--- src/rtl/vscale_fetch_stage_pkg.sv ---
// Shared constants and types for the vscale instruction-fetch stage.
package vscale_fetch_stage_pkg;

  localparam int FETCH_STATE_W = 1;
  localparam logic [FETCH_STATE_W-1:0] FETCH_BOOT = 1'b0;
  localparam logic [FETCH_STATE_W-1:0] FETCH_RUN  = 1'b1;

  localparam int FETCH_Q_DEPTH = 2;
  localparam logic [31:0] RV_NOP = 32'h0000_0013;

  typedef struct packed {
    logic [31:0] pc;
    logic [31:0] inst;
  } fetch_entry_t;

endpackage

--- src/rtl/vscale_fetch_fifo.sv ---
// Two-entry {pc, inst} FIFO with push/pop/flush; used for fetched words and pending request PCs.
module vscale_fetch_fifo
  import vscale_fetch_stage_pkg::*;
(
  input  logic        clk,
  input  logic        reset_n,
  input  logic        push,
  input  logic        pop,
  input  logic        flush,
  input  logic [31:0] wr_pc,
  input  logic [31:0] wr_inst,
  output logic [31:0] rd_pc,
  output logic [31:0] rd_inst,
  output logic [1:0]  count
);

  fetch_entry_t entries [FETCH_Q_DEPTH];
  logic         rd_ptr;
  logic         wr_ptr;
  logic         do_push;
  logic         do_pop;

  assign do_push = push & (count != 2'(FETCH_Q_DEPTH));
  assign do_pop  = pop & (count != 2'd0);
  assign rd_pc   = entries[rd_ptr].pc;
  assign rd_inst = entries[rd_ptr].inst;

  // NOTE: sequential state is assigned with <= so every flop samples pre-edge values.
  always_ff @(posedge clk or negedge reset_n) begin
    if (!reset_n) begin
      rd_ptr <= 1'b0;
      wr_ptr <= 1'b0;
      count  <= 2'd0;
    end else if (flush) begin
      rd_ptr <= 1'b0;
      wr_ptr <= 1'b0;
      count  <= 2'd0;
    end else begin
      if (do_push) wr_ptr <= ~wr_ptr;
      if (do_pop)  rd_ptr <= ~rd_ptr;
      count <= count + {1'b0, do_push} - {1'b0, do_pop};
    end
  end

  // NOTE: entry storage is not reset; count alone says which entries are live.
  always_ff @(posedge clk) begin
    if (do_push && !flush) entries[wr_ptr] <= '{pc: wr_pc, inst: wr_inst};
  end

endmodule

--- src/rtl/vscale_fetch_stage.sv ---
// Instruction fetch: issues sequential imem requests with two credits, buffers words, presents them to DX.
module vscale_fetch_stage
  import vscale_fetch_stage_pkg::*;
#(
  parameter logic [31:0] START_PC = 32'h0000_0200,
  parameter logic [31:0] NOP_INST = RV_NOP
) (
  input  logic        clk,
  input  logic        reset_n,
  input  logic [31:0] PC_PIF,
  input  logic        redirect,
  output logic        imem_req_valid,
  input  logic        imem_req_ready,
  output logic [31:0] imem_addr,
  input  logic        imem_resp_valid,
  input  logic [31:0] imem_resp_data,
  output logic        inst_valid_IF,
  input  logic        dx_ready,
  output logic [31:0] PC_IF,
  output logic [31:0] inst_IF
);

  logic [FETCH_STATE_W-1:0] state;
  logic [31:0] fetch_pc;
  logic [31:0] last_pc;
  logic [1:0]  outstanding;
  logic [1:0]  drop_cnt;
  logic [1:0]  inst_count;
  logic [31:0] head_pc;
  logic [31:0] head_inst;
  logic [31:0] pend_pc;
  logic [31:0] unused_pend_inst;
  logic [1:0]  unused_pend_count;
  logic [2:0]  occupancy;
  logic        pop;
  logic        credit;
  logic        accept;
  logic        push_inst;

  assign inst_valid_IF  = (inst_count != 2'd0) & ~redirect;
  assign pop            = inst_valid_IF & dx_ready;
  // A slot freed by this cycle's pop may be re-used by this cycle's request.
  assign occupancy      = {1'b0, outstanding} + {1'b0, inst_count};
  assign credit         = occupancy < (3'd2 + {2'b00, pop});
  assign imem_req_valid = (state == FETCH_RUN) & credit & ~redirect;
  assign imem_addr      = fetch_pc;
  assign accept         = imem_req_valid & imem_req_ready;
  assign push_inst      = imem_resp_valid & ~redirect & (drop_cnt == 2'd0);
  assign PC_IF          = (inst_count != 2'd0) ? head_pc : last_pc;
  assign inst_IF        = (inst_count != 2'd0) ? head_inst : NOP_INST;

  always_ff @(posedge clk or negedge reset_n) begin
    if (!reset_n) begin
      state       <= FETCH_BOOT;
      fetch_pc    <= START_PC;
      last_pc     <= START_PC - 32'd4;
      outstanding <= 2'd0;
      drop_cnt    <= 2'd0;
    end else begin
      if (state == FETCH_BOOT) state <= FETCH_RUN;

      if (redirect)    fetch_pc <= PC_PIF;
      else if (accept) fetch_pc <= fetch_pc + 32'd4;

      if (pop) last_pc <= head_pc;

      case ({accept, imem_resp_valid})
        2'b10:   outstanding <= outstanding + 2'd1;
        2'b01:   outstanding <= outstanding - 2'd1;
        default: outstanding <= outstanding;
      endcase

      // Every request still in flight at a redirect is stale, including one answering now.
      if (redirect)                                   drop_cnt <= outstanding - {1'b0, imem_resp_valid};
      else if (imem_resp_valid && drop_cnt != 2'd0)   drop_cnt <= drop_cnt - 2'd1;
    end
  end

  vscale_fetch_fifo u_inst_fifo (
    .clk     (clk),
    .reset_n (reset_n),
    .push    (push_inst),
    .pop     (pop),
    .flush   (redirect),
    .wr_pc   (pend_pc),
    .wr_inst (imem_resp_data),
    .rd_pc   (head_pc),
    .rd_inst (head_inst),
    .count   (inst_count)
  );

  vscale_fetch_fifo u_pend_fifo (
    .clk     (clk),
    .reset_n (reset_n),
    .push    (accept),
    .pop     (imem_resp_valid),
    .flush   (1'b0),
    .wr_pc   (fetch_pc),
    .wr_inst (32'd0),
    .rd_pc   (pend_pc),
    .rd_inst (unused_pend_inst),
    .count   (unused_pend_count)
  );

endmodule

--- config.mk ---
export PLATFORM = sky130hd
export DESIGN_NAME = vscale_fetch_stage
export DESIGN_NICKNAME = d
export VERILOG_FILES = /design/src/rtl/vscale_fetch_stage_pkg.sv /design/src/rtl/vscale_fetch_fifo.sv /design/src/rtl/vscale_fetch_stage.sv
export SDC_FILE = /design/constraint.sdc
export NUM_CORES = 1
export LEC_CHECK = 0
export ABC_CLOCK_PERIOD_IN_PS = 5050
export BUFFER_PORTS_ARGS = -buffer_cell sky130_fd_sc_hd__buf_2
export CAP_MARGIN = 20
export CORE_ASPECT_RATIO = 1.5
export CORE_UTILIZATION = 40
export CTS_BUF_LIST = sky130_fd_sc_hd__clkbuf_4
export CTS_CLUSTER_SIZE = 24
export DETAILED_ROUTE_END_ITERATION = 16
export PLACE_DENSITY = 0.7
export SLEW_MARGIN = 20
export SYNTH_ARGS = -nofsm -noshare
export SYNTH_HDL_FRONTEND = slang
export SYNTH_SLANG_ARGS = --single-unit
--- constraint.sdc ---
create_clock -name clk -period 5.05 [get_ports clk]
set_input_delay 0.505 -clock clk [delete_from_list [all_inputs] [get_ports clk]]
set_output_delay 0.505 -clock clk [all_outputs]
set_load 0.01 [all_outputs]
==> results.txt <==
The run finished with clean final reports. The part of the power in registers is between 40% and 50%. The number of synthesized flops with an enable pin came out at 192. For this run, design rule violations remaining after detail routing come to 0. The floorplan core area is 27200 um^2. The final cell count without fillers is 1439. Setup repair after global routing left no endpoint under its margin.

The highest fanout seen on the critical path came out at 42. The total via count after detailed routing came out at approximately 7200. The max-slew violation count was 0. The maximum clock frequency came out at 0.332 GHz.

Headroom to the max-slew limit came out at 31.2%. The critical path class is reg2out. Among all cell types in the netlist, the one instantiated most often is edfxtp_1. The net switching power figure is approximately 2.0 mW. The depth of the worst register-to-register path came out at 8. The average via count per standard cell came out at 4.99.

The register area came out at 7710 um^2. The fraction of the cycle the final worst path needs came out at 59.6%. The worst reg2reg path startpoint is u_inst_fifo.count[0]. After floorplanning, the core was divided into 74 placement rows. Across the run, the number of max-cap violations was 0.

The total clock buffers created by CTS is 59. The tree is rooted in a clkbuf_4. For the pin with the worst max-slew slack, the measured transition is 1030 ps. In this run the mean area of a mapped cell was 14.0 um^2.

The filler cell count in the final layout is about 2300. The violation count after the first detailed-routing iteration is 345. The final layout net count is 1126. The yosys synthesis warning count is 0. The all-layer global routing usage came out at 16.4%. The remaining antenna violation count after routing came out at 0. By area the synthesized netlist is led by edfxtp_1, dfrtp_1, mux2i_1.

The switching share of total power is 31.1%. The endpoint class of the critical path is an output pin. The number of optimization iterations in the first detailed-route pass came out at 6. The synthesized design spends more area on one cell type than any other, namely edfxtp_1.

The ratio of total power to cell area is 464 nW/um^2. The async set-reset flop share out of synthesis is 28.6%. For this design, the sink count on the clock tree is between 200 and 300. The layout-stage area growth over the synthesis result is 23.2%. For the final database, setup skew stands at a little under 40 ps. The placer congestion estimate is approximately 0.81. Across the VDD grid, the largest voltage drop is 215 uV.

The remaining global-route overflow came out at 0. Setup violations remaining at the end of the flow were counted as 0. The post-synthesis instance total came out at between 700 and 800. The final count of hold timing violations came to 0. The required time reported for the critical path endpoint came out at 4550 ps. In this run the cell area measured after placement is 12300 um^2. The longest clock path from root to sink contains 3 buffers. The worst setup path is launched from a register.

The cell internal power dissipation is about 4.4 mW. The tightest min-delay check is of the in2reg type. The source-to-sink clock delay at the later pin of the worst-skew pair came out at 700 ps. The post-cts resize count came out at 0.

The post-synthesis cell type count is between 50 and 60. The sequential area share after synthesis is between 60% and 70%. The count of buffers from port buffering came out at 167. The global-route wire length before repair is 36300 um.

The number of cells traversed by the worst hold path came out at 3. By count the netlist is led by edfxtp_1, nor2_1, a21oi_1, dfrtp_1, mux2i_1. In this run the most critical hold path is launched from PC_PIF[31]. The number of antenna violations at the first check in global routing came out at 1. The number of global-route vias before repair is 6839.

Entering global routing, the biggest net connects 78 pins. The maximum level of the CTS H-tree is 2. The leakage power came out at 5.21 nW.

TritonCTS built the clock tree. Dividing the detail-routed wire length by the instance count gives 16.4 um. The clock-pin slew of the registers on the worst-case setup and hold paths is roughly 70 ps. The clock power share came out at between 20% and 30%. The number of synthesized register bits is about 270.

The instance count after placement with tap cells included is 1271. The worst register-to-register path ends at u_pend_fifo.entries[0][12]. The share of layout cells above drive strength 1 came out at 31.8%. Adding up every negative setup slack in the final design gives 0 ps. The total I/O pin count came out at 168. The final standard cell area without fillers is 13700 um^2. The share of the synthesized area in the top cell type is 51.9%.

The wire-length estimate of the detail-placed layout is 15100 um. For hold timing, the worst endpoint is imem_addr[31]. The post-layout utilization of the core is 50.3%. The die is 206 um tall.

After clock tree synthesis, the setup repair step added 0 buffers. The power share of the combinational group came out at 26.3%. The register-to-register path setup slack came out at 2060 ps.

In this run the cell area of the synthesized design comes to 11100 um^2. The area occupied by multi-input gates came out at about 3200 um^2. The floorplan step defined a die boundary enclosing between 20000 and 30000 um^2.

The number of nets produced by synthesis came out at ~870. Summed over all layers, the routed wires come to 23600 um. Counting I/O delays and the setup requirement, the final critical path takes 3010 ps. The arrival time of data at the critical path endpoint is 2510 ps. The effective utilization at floorplan is 40.8%. In this run the horizontal extent of the chip is 138 um. The commonest register cell after synthesis is edfxtp_1.
## through the flow
step                total power [mW]  hold WS [ps]  setup slack (ps)
floorplan                       4.06           209              1040
global placement                4.62           456              2110
detailed placement              4.66           459              2060
CTS                             6.44          2.28              1700
global route                    6.71          11.8              1850
finish                          6.36          84.9              2040
## cells by family (layout without fill, tap and decap cells)
group | Yosys count | after routing | share of synthesized area, %
flip-flops | 269 | 269 | 69.3
AND/OR/NAND/NOR | 212 | 212 | 9.25
AO/OA/AOI/OAI | 113 | 113 | 6.00
multiplexers | 104 | 104 | 9.81
buffers and inverters | 54 | 359 | 2.15
XOR/XNOR | 28 | 28 | 2.21
adder cells (fa/ha/maj) | 10 | 10 | 1.19
other | 1 | 2 | 0.0338
## worst max-delay path, stage by stage, from the launching register on
cell	delay, ps
dfrtp_4	730
buf_16	330
mux2i_1	440
a21oi_1	120
buf_2	170
## state kept, by name (all words and copies together), names as in the netlist
| register | cells |
|---|---|
| drop_cnt | 2 |
| imem_addr | 32 |
| last_pc | 32 |
| outstanding | 2 |
| state | 1 |
| u_inst_fifo.count | 2 |
| u_inst_fifo.entries | 128 |
| u_inst_fifo.rd_ptr | 1 |
| u_inst_fifo.wr_ptr | 1 |
| u_pend_fifo.count | 2 |
| u_pend_fifo.entries | 64 |
| u_pend_fifo.rd_ptr | 1 |
| u_pend_fifo.wr_ptr | 1 |
## how the worst max path moves through the flow
stage                         startpoint                    endpoint  slack [ps]  cells past startpoint
detailed placement              redirect   u_pend_fifo.entries[0][8]        2060                      8
CTS                   u_inst_fifo.rd_ptr                   PC_IF[13]        1700                      3
global route        u_inst_fifo.count[0]  u_pend_fifo.entries[0][12]        1850                      8
finish                u_inst_fifo.rd_ptr                   PC_IF[12]        2040                      4
floorplan                       redirect   u_inst_fifo.entries[0][0]        1040                      4
global placement                redirect   u_pend_fifo.entries[0][6]        2110                      8
## power by group through the flow
stage	logic (mW)	registers, mW	clock network [mW]
floorplan	1.10	2.96	0
global placement	1.59	3.03	0
detailed placement	1.61	3.05	0
CTS	1.66	3.01	1.78
global route	1.84	3.02	1.86
finish	1.67	2.97	1.71
## routing by layer
| metal | routed length, um | up-vias | GRT usage, % | part of all wire [%] |
|---|---|---|---|---|
| li1 | - | 3461 | - | - |
| met1 | 9400 | 3417 | 19.1 | 40 |
| met2 | 12000 | 249 | 28.5 | 51 |
| met3 | 1200 | 60 | 3.17 | 5.1 |
| met4 | 922 | 0 | 8.87 | 3.9 |
| met5 | 0 | - | 0 | 0 |
## area by class of cell
cell class              count  area share [%]
well taps                 342            3.13
flip-flops and latches    269            56.3
clock inverters            15           0.640
inverters                  16           0.439
clock buffers              96            5.27
multi-input cells         468            23.3
diodes                      1          0.0183
repair buffers            232            10.9
## what timing repair did
item / in CTS / in global routing
setup endpoints to repair: 0 / 0
hold buffers: 55 / 0
endpoints found under the hold margin: 144 / 0
## cells in the final DEF, fill, tap and decap left out, types with 2 or more instances in the layout
master,n
ha_1,9
inv_2,2
dfstp_2,8
dfrtp_1,68
clkinv_1,9
nor4_4,2
a221o_1,4
xor2_1,15
or2_2,2
nor2_1,108
nand2_1,34
nor4_1,4
o21ai_0,15
nand3_1,18
inv_1,15
o311ai_0,3
nand4_2,2
nor3_1,6
edfxtp_1,192
nand4_1,14
o31a_1,4
buf_2,166
clkinv_2,4
mux2_2,39
mux2i_1,65
nor2_4,2
a21oi_1,69
o21ai_1,5
and3_1,2
buf_4,9
nand2b_1,2
nand4bb_1,2
dlygate4sd3_1,55
o211ai_1,2
o21a_1,2
xnor2_1,13
clkbuf_4,96
No activity file was read; power rests on OpenSTA's default activity.
